**config.mk**
```make
export PLATFORM = sky130hd
export DESIGN_NAME = morse_tx_param
export DESIGN_NICKNAME = d
export VERILOG_FILES = /design/src/rtl/morse_pkg.sv /design/src/rtl/morse_rom.sv /design/src/rtl/morse_tx_param.sv
export SDC_FILE = /design/constraint.sdc
export NUM_CORES = 1
export LEC_CHECK = 0
export BUFFER_PORTS_ARGS = -buffer_cell sky130_fd_sc_hd__buf_2
export CORE_MARGIN = 2
export CORE_UTILIZATION = 55
export DETAILED_ROUTE_END_ITERATION = 12
export PLACE_DENSITY = 0.76
export SETUP_SLACK_MARGIN = 0.02
export SYNTH_ARGS = -nofsm -noshare
export SYNTH_HDL_FRONTEND = slang
export SYNTH_SLANG_ARGS = --single-unit
```
**constraint.sdc**
```tcl
create_clock -name CLOCK_50 -period 2.4 [get_ports CLOCK_50]
set_input_delay 0.48 -clock CLOCK_50 [delete_from_list [all_inputs] [get_ports CLOCK_50]]
set_output_delay 0.48 -clock CLOCK_50 [all_outputs]
set_load 0.01 [all_outputs]
```
**src/rtl/morse_pkg.sv**
```systemverilog
// Shared types and constants for the Morse transmitter.
package morse_pkg;

    // Transmitter FSM states
    typedef enum logic [1:0] {
        StIdle,
        StMark,
        StSpace,
        StCharGap
    } morse_state_e;

    // Character code map: letters first, then digits
    localparam int unsigned CODE_A   = 0;
    localparam int unsigned CODE_0   = 26;
    localparam int unsigned CODE_MAX = 35;

    // Longest ITU character (digits) has five symbols
    localparam int unsigned MORSE_MAX_LEN = 5;

    // Width of the widest ROM pattern
    localparam int unsigned ROM_PAT_W = 5;

    // Largest of three unit counts, used to size the unit counter
    function automatic int unsigned max3(input int unsigned a, input int unsigned b,
                                         input int unsigned c);
        int unsigned m;
        m = a;
        if (b > m) m = b;
        if (c > m) m = c;
        return m;
    endfunction

endpackage

```
**src/rtl/morse_rom.sv**
```systemverilog
// Combinational ITU Morse lookup: char code -> valid, symbol count, MSB-first pattern (1 = dash).
module morse_rom
    import morse_pkg::*;
(
    input  logic [5:0] char_code,
    output logic       valid,
    output logic [2:0] length,
    output logic [4:0] pattern
);

    logic [7:0] entry;

    // Table lookup; entry = {length, pattern}, pattern left-aligned
    always_comb begin
        entry = 8'h00;
        unique case (char_code)
            6'd0:  entry = {3'd2, 5'b01000}; // A .-
            6'd1:  entry = {3'd4, 5'b10000}; // B -...
            6'd2:  entry = {3'd4, 5'b10100}; // C -.-.
            6'd3:  entry = {3'd3, 5'b10000}; // D -..
            6'd4:  entry = {3'd1, 5'b00000}; // E .
            6'd5:  entry = {3'd4, 5'b00100}; // F ..-.
            6'd6:  entry = {3'd3, 5'b11000}; // G --.
            6'd7:  entry = {3'd4, 5'b00000}; // H ....
            6'd8:  entry = {3'd2, 5'b00000}; // I ..
            6'd9:  entry = {3'd4, 5'b01110}; // J .---
            6'd10: entry = {3'd3, 5'b10100}; // K -.-
            6'd11: entry = {3'd4, 5'b01000}; // L .-..
            6'd12: entry = {3'd2, 5'b11000}; // M --
            6'd13: entry = {3'd2, 5'b10000}; // N -.
            6'd14: entry = {3'd3, 5'b11100}; // O ---
            6'd15: entry = {3'd4, 5'b01100}; // P .--.
            6'd16: entry = {3'd4, 5'b11010}; // Q --.-
            6'd17: entry = {3'd3, 5'b01000}; // R .-.
            6'd18: entry = {3'd3, 5'b00000}; // S ...
            6'd19: entry = {3'd1, 5'b10000}; // T -
            6'd20: entry = {3'd3, 5'b00100}; // U ..-
            6'd21: entry = {3'd4, 5'b00010}; // V ...-
            6'd22: entry = {3'd3, 5'b01100}; // W .--
            6'd23: entry = {3'd4, 5'b10010}; // X -..-
            6'd24: entry = {3'd4, 5'b10110}; // Y -.--
            6'd25: entry = {3'd4, 5'b11000}; // Z --..
            6'd26: entry = {3'd5, 5'b11111}; // 0 -----
            6'd27: entry = {3'd5, 5'b01111}; // 1 .----
            6'd28: entry = {3'd5, 5'b00111}; // 2 ..---
            6'd29: entry = {3'd5, 5'b00011}; // 3 ...--
            6'd30: entry = {3'd5, 5'b00001}; // 4 ....-
            6'd31: entry = {3'd5, 5'b00000}; // 5 .....
            6'd32: entry = {3'd5, 5'b10000}; // 6 -....
            6'd33: entry = {3'd5, 5'b11000}; // 7 --...
            6'd34: entry = {3'd5, 5'b11100}; // 8 ---..
            6'd35: entry = {3'd5, 5'b11110}; // 9 ----.
            default: entry = 8'h00;
        endcase
    end

    // Codes above the last digit carry no pattern
    always_comb begin
        valid   = ({26'd0, char_code} <= CODE_MAX);
        length  = entry[7:5];
        pattern = entry[4:0];
    end

endmodule

```
**src/rtl/morse_tx_param.sv**
```systemverilog
// Parametrised Morse transmitter: start/busy/done handshake, abort, repeat and error pulse.
// MAX_LEN must be at least 5 so every ROM pattern fits; all unit counts must be >= 1.
module morse_tx_param
    import morse_pkg::*;
#(
    parameter int unsigned TICKS_PER_UNIT = 25000000,
    parameter int unsigned MAX_LEN        = MORSE_MAX_LEN,
    parameter int unsigned DASH_UNITS     = 3,
    parameter int unsigned GAP_UNITS      = 1,
    parameter int unsigned CHAR_GAP_UNITS = 3
) (
    input  logic       CLOCK_50,
    input  logic       RESET,
    input  logic       start,
    input  logic       abort,
    input  logic [5:0] char_code,
    input  logic       repeat_en,
    output logic       led,
    output logic       busy,
    output logic       done,
    output logic       err
);

    localparam int unsigned TW  = $clog2(TICKS_PER_UNIT);
    localparam int unsigned UW  = $clog2(max3(DASH_UNITS, GAP_UNITS, CHAR_GAP_UNITS) + 1);
    localparam int unsigned CW  = $clog2(MAX_LEN + 1);
    localparam int unsigned PAD = (MAX_LEN > ROM_PAT_W) ? (MAX_LEN - ROM_PAT_W) : 0;

    localparam logic [TW-1:0] TICK_LAST = TW'(TICKS_PER_UNIT - 1);
    localparam logic [UW-1:0] DASH_LAST = UW'(DASH_UNITS - 1);
    localparam logic [UW-1:0] GAP_LAST  = UW'(GAP_UNITS - 1);
    localparam logic [UW-1:0] CGAP_LAST = UW'(CHAR_GAP_UNITS - 1);

    morse_state_e     state_q, state_d;
    logic [TW-1:0]    tick_q, tick_d;
    logic [UW-1:0]    unit_q, unit_d;
    logic [MAX_LEN-1:0] shift_q, shift_d;
    logic [CW-1:0]    rem_q, rem_d;
    logic [MAX_LEN-1:0] lat_pat_q, lat_pat_d;
    logic [CW-1:0]    lat_len_q, lat_len_d;
    logic             done_q, done_d;
    logic             err_q, err_d;

    logic             rom_valid;
    logic [2:0]       rom_len;
    logic [4:0]       rom_pat;
    logic [MAX_LEN-1:0] rom_pat_ext;
    logic [UW-1:0]    unit_last;
    logic             tick_end;
    logic             phase_end;

    morse_rom u_rom (
        .char_code (char_code),
        .valid     (rom_valid),
        .length    (rom_len),
        .pattern   (rom_pat)
    );

    // Left-align the ROM pattern in the shift register so the MSB is always the current symbol
    always_comb begin
        rom_pat_ext = MAX_LEN'(rom_pat) << PAD;
    end

    // Terminal unit count of the current phase
    always_comb begin
        unit_last = '0;
        unique case (state_q)
            StMark:    unit_last = shift_q[MAX_LEN-1] ? DASH_LAST : '0;
            StSpace:   unit_last = GAP_LAST;
            StCharGap: unit_last = CGAP_LAST;
            default:   unit_last = '0;
        endcase
        tick_end  = (tick_q == TICK_LAST);
        phase_end = tick_end && (unit_q == unit_last);
    end

    // Next-state, counters and pattern handling
    always_comb begin
        state_d   = state_q;
        tick_d    = tick_q;
        unit_d    = unit_q;
        shift_d   = shift_q;
        rem_d     = rem_q;
        lat_pat_d = lat_pat_q;
        lat_len_d = lat_len_q;
        done_d    = 1'b0;
        err_d     = 1'b0;

        if (state_q == StIdle) begin
            tick_d = '0;
            unit_d = '0;
            // abort outranks start even though it does nothing else here
            if (start && !abort) begin
                if (rom_valid) begin
                    lat_pat_d = rom_pat_ext;
                    lat_len_d = CW'(rom_len);
                    shift_d   = rom_pat_ext;
                    rem_d     = CW'(rom_len);
                    state_d   = StMark;
                end else begin
                    err_d = 1'b1;
                end
            end
        end else if (abort) begin
            state_d = StIdle;
            tick_d  = '0;
            unit_d  = '0;
        end else if (!tick_end) begin
            tick_d = tick_q + TW'(1);
        end else if (!phase_end) begin
            tick_d = '0;
            unit_d = unit_q + UW'(1);
        end else begin
            // Phase complete: counters restart for the next state
            tick_d = '0;
            unit_d = '0;
            unique case (state_q)
                StMark: begin
                    shift_d = shift_q << 1;
                    rem_d   = rem_q - CW'(1);
                    if (rem_q > CW'(1)) begin
                        state_d = StSpace;
                    end else if (repeat_en) begin
                        state_d = StCharGap;
                    end else begin
                        state_d = StIdle;
                        done_d  = 1'b1;
                    end
                end
                StSpace: begin
                    state_d = StMark;
                end
                StCharGap: begin
                    // Replay the latched character; char_code is not looked at again
                    shift_d = lat_pat_q;
                    rem_d   = lat_len_q;
                    state_d = StMark;
                end
                default: state_d = StIdle;
            endcase
        end
    end

    // State and datapath registers
    always_ff @(posedge CLOCK_50 or posedge RESET) begin
        if (RESET) begin
            state_q   <= StIdle;
            tick_q    <= '0;
            unit_q    <= '0;
            shift_q   <= '0;
            rem_q     <= '0;
            lat_pat_q <= '0;
            lat_len_q <= '0;
            done_q    <= 1'b0;
            err_q     <= 1'b0;
        end else begin
            state_q   <= state_d;
            tick_q    <= tick_d;
            unit_q    <= unit_d;
            shift_q   <= shift_d;
            rem_q     <= rem_d;
            lat_pat_q <= lat_pat_d;
            lat_len_q <= lat_len_d;
            done_q    <= done_d;
            err_q     <= err_d;
        end
    end

    // Outputs decoded from state so they clear with the asynchronous reset
    always_comb begin
        led  = (state_q == StMark);
        busy = (state_q != StIdle);
        done = done_q;
        err  = err_q;
    end

endmodule

```
==> results.py, run 1 <==
metrics = {
    "clocking": {
        "clockBufferDepth": 2,
        "cts_buffers": 5,
        "cts_tree": "built",
        "ctsRootBufferMaster": "clkbuf_8",
        "cts_sinks": 47,
        "path_clk_slew_ns": 0.10,
        "clock_latency_ns": 0.30,
        "ctsHoldBuffers": 0,
        "htreeDepth": 2,
    },
    "logic_synthesis": {
        "synth_xor_xnor_area_share_pct": 6.76,
        "synth_area_leaders": "dfrtp_1 (39%), nor2_1 (4.3%), mux2i_1 (3.7%)",
        "synth_compound_area_share_pct": 14.7,
        "synth.top_cell.area_share_pct": 39.5,
        "netlist_area_um2": 2980,
        "netlist_instances": 333,
        "yosys_warnings": 0,
        "synthAdderAreaFrac_pct": 3.36,
        "synth_top_family_by_area": "simple AND/OR/NAND/NOR gates",
        "yosysSeqAreaShare_pct": 39.5,
        "synth_top_cell_by_area": "dfrtp_1",
        "synth.distinct_cells": 55,
        "synth_simple_gate_area_share_pct": 25.0,
        "ys_ff_latch": 47,
        "synth_ff_type": "dfrtp_1",
        "ys_async_sr_fraction_pct": 100,
        "synth.avg_cell_area_um2": 8.95,
        "synthMuxAreaShare_pct": 6.09,
        "synth-edff-count": 0,
        "synthesis.nets": 352,
    },
    "worst_setup_path": {
        "timing.rr.start": "tick_q[1]",
        "cp.arrival_ns": 2.45,
        "r2r-end": "rem_q[2]",
        "crit_chain": "ha_2 -> and2_1 -> nand4_4 -> or4b_4 -> o21a_2 -> mux2_1",
        "r2r_slack_ns": 0.14,
        "startpoint_type": "flop",
        "crit_path_max_incr_delay_ns": 0.58,
        "critPathSlowestCell": "or4b_4",
        "endpoint": "rem_q[2]",
        "reg2reg_depth": 6,
        "setup.worst_path.end_class": "flop",
        "cp_max_fo": 8,
        "startpoint": "tick_q[1]",
        "critical_path_class": "flop to flop",
        "cp.required_ns": 2.59,
    },
    "sta": {
        "fin_crit_ns": 2.26,
        "finalHoldViolCount": 0,
        "timing.final.crit_share_pct": 94.3,
        "worstMarginPinSlew_ns": 0.601,
        "fmax_ghz": 0.442,
        "slew_headroom_pct": 59.9,
        "slew_violations": 0,
        "finalSetupTns_ns": 0,
        "grt_setup_unrepaired": "false",
        "skew_ns": 0.0106,
        "setup_viol": 0,
    },
    "die": {
        "core-area_um2": 5170,
        "ios": 15,
        "initial_core_util_pct": 57.6,
        "num_rows": 26,
        "die-area_um2": 6020,
        "fp.dieH_um": 77.6,
        "dieWidth_um": 77.6,
    },
    "drt": {
        "viasPerCell": 5.93,
        "dr.pass1.iters": 4,
        "wl_mm": 6.68,
        "wl_per_cell_um": 15.6,
        "num_vias": 2534,
        "antenna_left": 0,
        "drc": 0,
        "drt_iter0_drc": 134,
    },
    "placed_design": {
        "dpl.hpwl_mm": 4.79,
        "dpl-instance-area_um2": 3190,
        "place_congestion": 0.914,
        "portBuffers": 14,
    },
    "status": {
        "outcome": "completed",
    },
    "layout": {
        "finalNetCount": 375,
        "antennaDiodeCount": 0,
        "drive_gt1_share_pct": 13.7,
        "post-route-util_pct": 64.2,
        "area.growth.synth_to_final_pct": 11.4,
        "final_cell_area_um2": 3320,
    },
    "worst_hold_path": {
        "min_path_type": "input pin to asynchronous set/reset pin",
    },
    "grt": {
        "antenna_found_initial": 0,
        "gr-total-overflow": 0,
        "grt_first_pass_wirelength_mm": 11.7,
        "grt_util_all_layers_pct": 24.0,
        "grt_pass1_vias": 2513,
        "grt_max_degree": 48,
    },
    "pwr": {
        "p_leak_nw": 1.42,
        "powerDensity_nw_per_um2": 567,
        "peakVddDrop_mv": 0.404,
        "finalPower_mw": 1.88,
    },
    "run": {
        "maxCapViolCount": 0,
    },
}
[cells in the mapped netlist, types with 2 or more instances]
cell / count
nor3_1: 9
a222oi_1: 2
or3_1: 5
xor2_1: 12
a31oi_1: 6
dfrtp_1: 47
nor2b_1: 7
nand2b_1: 5
o311ai_0: 2
o211ai_1: 6
a211o_1: 2
nor4_1: 7
and3_1: 3
nand4b_1: 2
mux2_1: 4
xnor2_1: 11
a32o_1: 2
nand4_1: 9
clkbuf_1: 13
a21oi_1: 11
nor2_1: 34
o21ai_0: 19
inv_1: 17
nand2_1: 26
and2_1: 8
mux2i_1: 11
and4_1: 3
a21o_1: 2
o31ai_1: 5
ha_1: 8
nand3_1: 11
[final cells by class]
class	instances	area (µm²)
clock inverters	3	46.3
fillers	430	1850
clock buffers	5	68.8
well taps	70	87.6
repair buffers	32	205
multi-input cells	253	1670
inverters	17	63.8
flip-flops and latches	47	1180
[cells in the final DEF (no fill, tap or decap), types with 11 or more instances in the layout]
master / instances
xor2_1: 12
inv_1: 16
nand2_1: 26
buf_2: 14
nor2_1: 34
mux2i_1: 11
a21oi_1: 11
dfrtp_1: 47
nand3_1: 11
buf_4: 18
xnor2_1: 11
o21ai_0: 19
[kinds of logic after synthesis]
family          count (synthesis)
mux                            17
simple gates                  138
xor+xnor                       23
compound gates                 67
buf+inv                        33
fa+ha+maj                       8
flops                          47
[registers in the layout, indices dropped and copies added (netlist names), 2 cells and up]
register,count
lat_len_q,3
lat_pat_q,5
rem_q,3
shift_q,5
state_q,2
tick_q,25
unit_q,2
[how the worst min path moves through the flow]
stage	cells after the start	slack, ns	from	to
2_1_floorplan	2	0.44	lat_len_q[2]	lat_len_q[2]
3_3_place_gp	1	0.46	lat_pat_q[3]	lat_pat_q[3]
3_5_place_dp	2	0.47	lat_len_q[1]	lat_len_q[1]
4_1_cts	3	0.34	RESET	tick_q[20]
5_1_grt	3	0.36	RESET	tick_q[20]
6_report	3	0.32	RESET	tick_q[20]
[through the flow]
stage	hold WS [ns]	setup slack (ns)	cells
finish	0.316	0.136	427
global route	0.362	0.0215	427
CTS	0.342	0.0398	426
detailed placement	0.472	0.0451	418
global placement	0.462	0.105	418
floorplan	0.444	0.127	333
[per-layer routing]
| metal | vias to the layer above | track usage, % | share of wire (%) |
|---|---|---|---|
| li1 | 1240 | - | - |
| met1 | 1232 | 30.4 | 45 |
| met2 | 52 | 42.5 | 51 |
| met3 | 10 | 3.37 | 2.6 |
| met4 | 0 | 6.61 | 1.5 |
| met5 | - | 0 | 0 |
[where the power goes]
group	internal (mW)	switching, mW
Clock	0.314	0.285
Sequential	0.857	0.0526
Combinational	0.166	0.209
Total	1.34	0.546
[critical path, delay by kind of cell (launching register included)]
| kind | cells | cell delay, ns |
|---|---|---|
| AND/OR/NAND/NOR | 3 | 0.91 |
| multiplexers | 1 | 0.33 |
| adder cells (fa/ha/maj) | 1 | 0.22 |
| AO/OA/AOI/OAI | 1 | 0.31 |
| flip-flops | 1 | 0.40 |
[timing repair]
action	CTS	global route
hold endpoints to repair	0	0
buffers inserted	0	1
gates resized for setup	0	2
endpoints found under the setup margin	0	7
Note: power is estimated with default switching activity, not from simulation.
==> run 2: changes to the inputs <==
Settings changed: ABC_AREA set to 1, CORE_UTILIZATION 55 to 56, PLACE_DENSITY 0.76 to 0.77.
==> run 2 against run 1 <==
Compared with the run above:
- final cell count grew 26%
- non-clock buffer count decreased by 15
- design area up 5.1%
- register-to-register slack better by 0.36 ns
- sequential power increased by 17%
- largest cell class unchanged
- utilization is 1.2 points lower
- highest routed layer unchanged
- critical path depth decreased by 2
- area after synthesis increased by 8.9%
- first-iteration DRC count increased by 78%
- die area up 6.6%
- clock power down 12%
==> results.py, run 2 <==
metrics = {
    "die": {
        "num_rows": 27,
        "ios": 15,
        "fp.dieH_um": 80.1,
        "dieWidth_um": 80.1,
        "core-area_um2": 5540,
        "initial_core_util_pct": 58.6,
        "die-area_um2": 6420,
    },
    "grt": {
        "grt_util_all_layers_pct": 25.5,
        "gr-total-overflow": 0,
        "grt_max_degree": 26,
        "grt_first_pass_wirelength_mm": 12.9,
        "antenna_found_initial": 0,
        "grt_pass1_vias": 2998,
    },
    "placed_design": {
        "place_congestion": 0.964,
        "place_ws_ns": 0.413,
        "dpl.hpwl_mm": 5.39,
        "portBuffers": 14,
    },
    "layout": {
        "fill_cells": 511,
        "antennaDiodeCount": 0,
        "mostFrequentLayoutCells": "nand2_1 (131), nor2_1 (50), inv_1 (47), dfrtp_1 (47), nand3_1 (35)",
        "multi_input_area_um2": 1810,
        "final_common_cell": "nand2_1",
        "regArea_um2": 1180,
        "area.growth.synth_to_final_pct": 7.40,
        "reg_top3": "tick_q (25), lat_pat_q (5), shift_q (5)",
        "largest_reg_flops": 25,
        "regMostFlops": "tick_q",
        "finalNetCount": 486,
        "drive_gt1_share_pct": 15.0,
    },
    "clocking": {
        "clockBufferDepth": 2,
        "clock_latency_ns": 0.31,
        "ctsHoldBuffers": 0,
        "cts_sinks": 47,
        "htreeDepth": 2,
        "ctsResizeCount": 0,
        "ctsRootBufferMaster": "clkbuf_8",
        "cts_buffers": 5,
        "cts_tree": "built",
        "post_cts_buffers": 0,
        "path_clk_slew_ns": 0.10,
    },
    "worst_hold_path": {
        "min_path_type": "input pin to asynchronous set/reset pin",
    },
    "drt": {
        "wl_per_cell_um": 13.4,
        "drt_iter0_drc": 238,
        "viasPerCell": 5.49,
        "wl_mm": 7.21,
        "antenna_left": 0,
        "dr.pass1.iters": 5,
        "drc": 0,
        "num_vias": 2965,
    },
    "status": {
        "outcome": "completed",
    },
    "worst_setup_path": {
        "cp.required_ns": 1.92,
        "setup.worst_path.end_class": "primary output",
        "cp.arrival_ns": 1.45,
        "critical_path_class": "flop to primary output",
        "crit_chain": "nor2_2 -> buf_4 -> inv_2 -> buf_2",
        "startpoint": "state_q[1]",
        "critPathSlowestCell": "dfrtp_1",
        "crit_path_max_incr_delay_ns": 0.46,
        "timing.rr.start": "tick_q[0]",
        "endpoint": "busy",
        "r2r_slack_ns": 0.50,
        "r2r-end": "unit_q[1]",
        "startpoint_type": "flop",
        "reg2reg_depth": 10,
        "cp_max_fo": 12,
    },
    "logic_synthesis": {
        "synth.top_cell.area_share_pct": 36.2,
        "synth-edff-count": 0,
        "ys_async_sr_fraction_pct": 100,
        "yosys_warnings": 0,
        "synth.most_common_cell": "nand2_1",
        "synth_top_cell_by_area": "dfrtp_1",
        "synth.distinct_cells": 40,
        "synth_area_leaders": "dfrtp_1 (36%), nand2_1 (15%), nor2_1 (5.8%)",
        "synth_ff_type": "dfrtp_1",
        "yosysSeqAreaShare_pct": 36.2,
        "netlist_area_um2": 3250,
        "synth.top_cells.by_count": "nand2_1 (131), nor2_1 (50), inv_1 (48)",
        "netlist_instances": 451,
        "synth.avg_cell_area_um2": 7.20,
        "ys_ff_latch": 47,
        "synthesis.nets": 470,
    },
    "sta": {
        "finalWorstSetupSlack_ns": 0.473,
        "fmax_ghz": 0.519,
        "slew_headroom_pct": 63.5,
        "timing.final.crit_share_pct": 80.3,
        "worstMarginPinSlew_ns": 0.547,
        "skew_ns": 0.0118,
        "grt_setup_unrepaired": "false",
        "fin_crit_ns": 1.93,
        "setup_viol": 0,
        "finalSetupTns_ns": 0,
        "slew_violations": 0,
        "finalHoldViolCount": 0,
    },
    "run": {
        "maxCapViolCount": 0,
    },
    "pwr": {
        "finalPower_mw": 2.47,
        "p_leak_nw": 1.70,
        "powerDensity_nw_per_um2": 707,
        "peakVddDrop_mv": 0.525,
    },
}
==> run 2: changes by cell type in the layout (fill, tap and decap cells not counted), moves of 8 or more <==
cell / delta
xnor2_1: -10
nor2_1: +16
mux2i_1: -11
xor2_1: -9
and2_1: -8
o21ai_0: -10
nand3_1: +24
buf_4: -16
inv_1: +31
nand2_1: +105
==> run 2: logic make-up (layout without fill, tap and decap cells) <==
| kind of cell | count (synthesis) | count (layout) | share of synthesized area (%) |
|---|---|---|---|
| AND/OR/NAND/NOR | 290 | 290 | 44.3 |
| buffers and inverters | 62 | 79 | 8.13 |
| flip-flops | 47 | 47 | 36.2 |
| AO/OA/AOI/OAI | 40 | 40 | 7.21 |
| adder cells (fa/ha/maj) | 8 | 8 | 3.08 |
| XOR/XNOR | 4 | 4 | 1.08 |
==> run 2: layout make-up <==
type                            instances  share of cell area, %
Clock buffer                            6                   2.37
Clock inverter                          2                  0.467
Inverter                               54                   6.03
Multi-Input combinational cell        342                   51.8
Sequential cell                        47                   33.7
Tap cell                               72                   2.58
Timing Repair Buffer                   17                   3.02
==> run 2: stage by stage <==
stage / std cells / instance area, µm² / hold slack [ns] / utilization [%]
global route: 540 / 3490 / 0.246 / 62.9
finish: 540 / 3490 / 0.202 / 62.9
CTS: 540 / 3490 / 0.218 / 62.9
detailed placement: 532 / 3390 / 0.466 / 61.1
floorplan: 451 / 3250 / 0.441 / -
global placement: 532 / 3390 / 0.467 / 61.1
==> run 2: report_power, final <==
group | internal [mW] | switching, mW
Clock | 0.236 | 0.294
Combinational | 0.304 | 0.576
Sequential | 0.939 | 0.117
Total | 1.48 | 0.986
==> run 2: how the worst min path moves through the flow <==
stage / endpoint / slack (ns) / depth (start not counted)
detailed placement: lat_len_q[1] / 0.47 / 2
global route: shift_q[0] / 0.25 / 2
CTS: shift_q[0] / 0.22 / 2
floorplan: lat_pat_q[3] / 0.44 / 2
finish: tick_q[7] / 0.20 / 2
global placement: lat_pat_q[1] / 0.47 / 2
==> run 2: layer usage <==
layer,vias to the layer above,global-route usage [%],share of wire (%)
met5,-,0,0
met4,0,9.32,1.6
met3,12,5.28,3.7
met2,69,45.8,52
met1,1386,29.7,43
li1,1498,-,-
==> run 2: worst max-delay path, delay by kind of cell, from the launching register on <==
kind                   cells  cell delay (ns)
AND/OR/NAND/NOR            1             0.19
flip-flops                 1             0.46
buffers and inverters      3             0.48
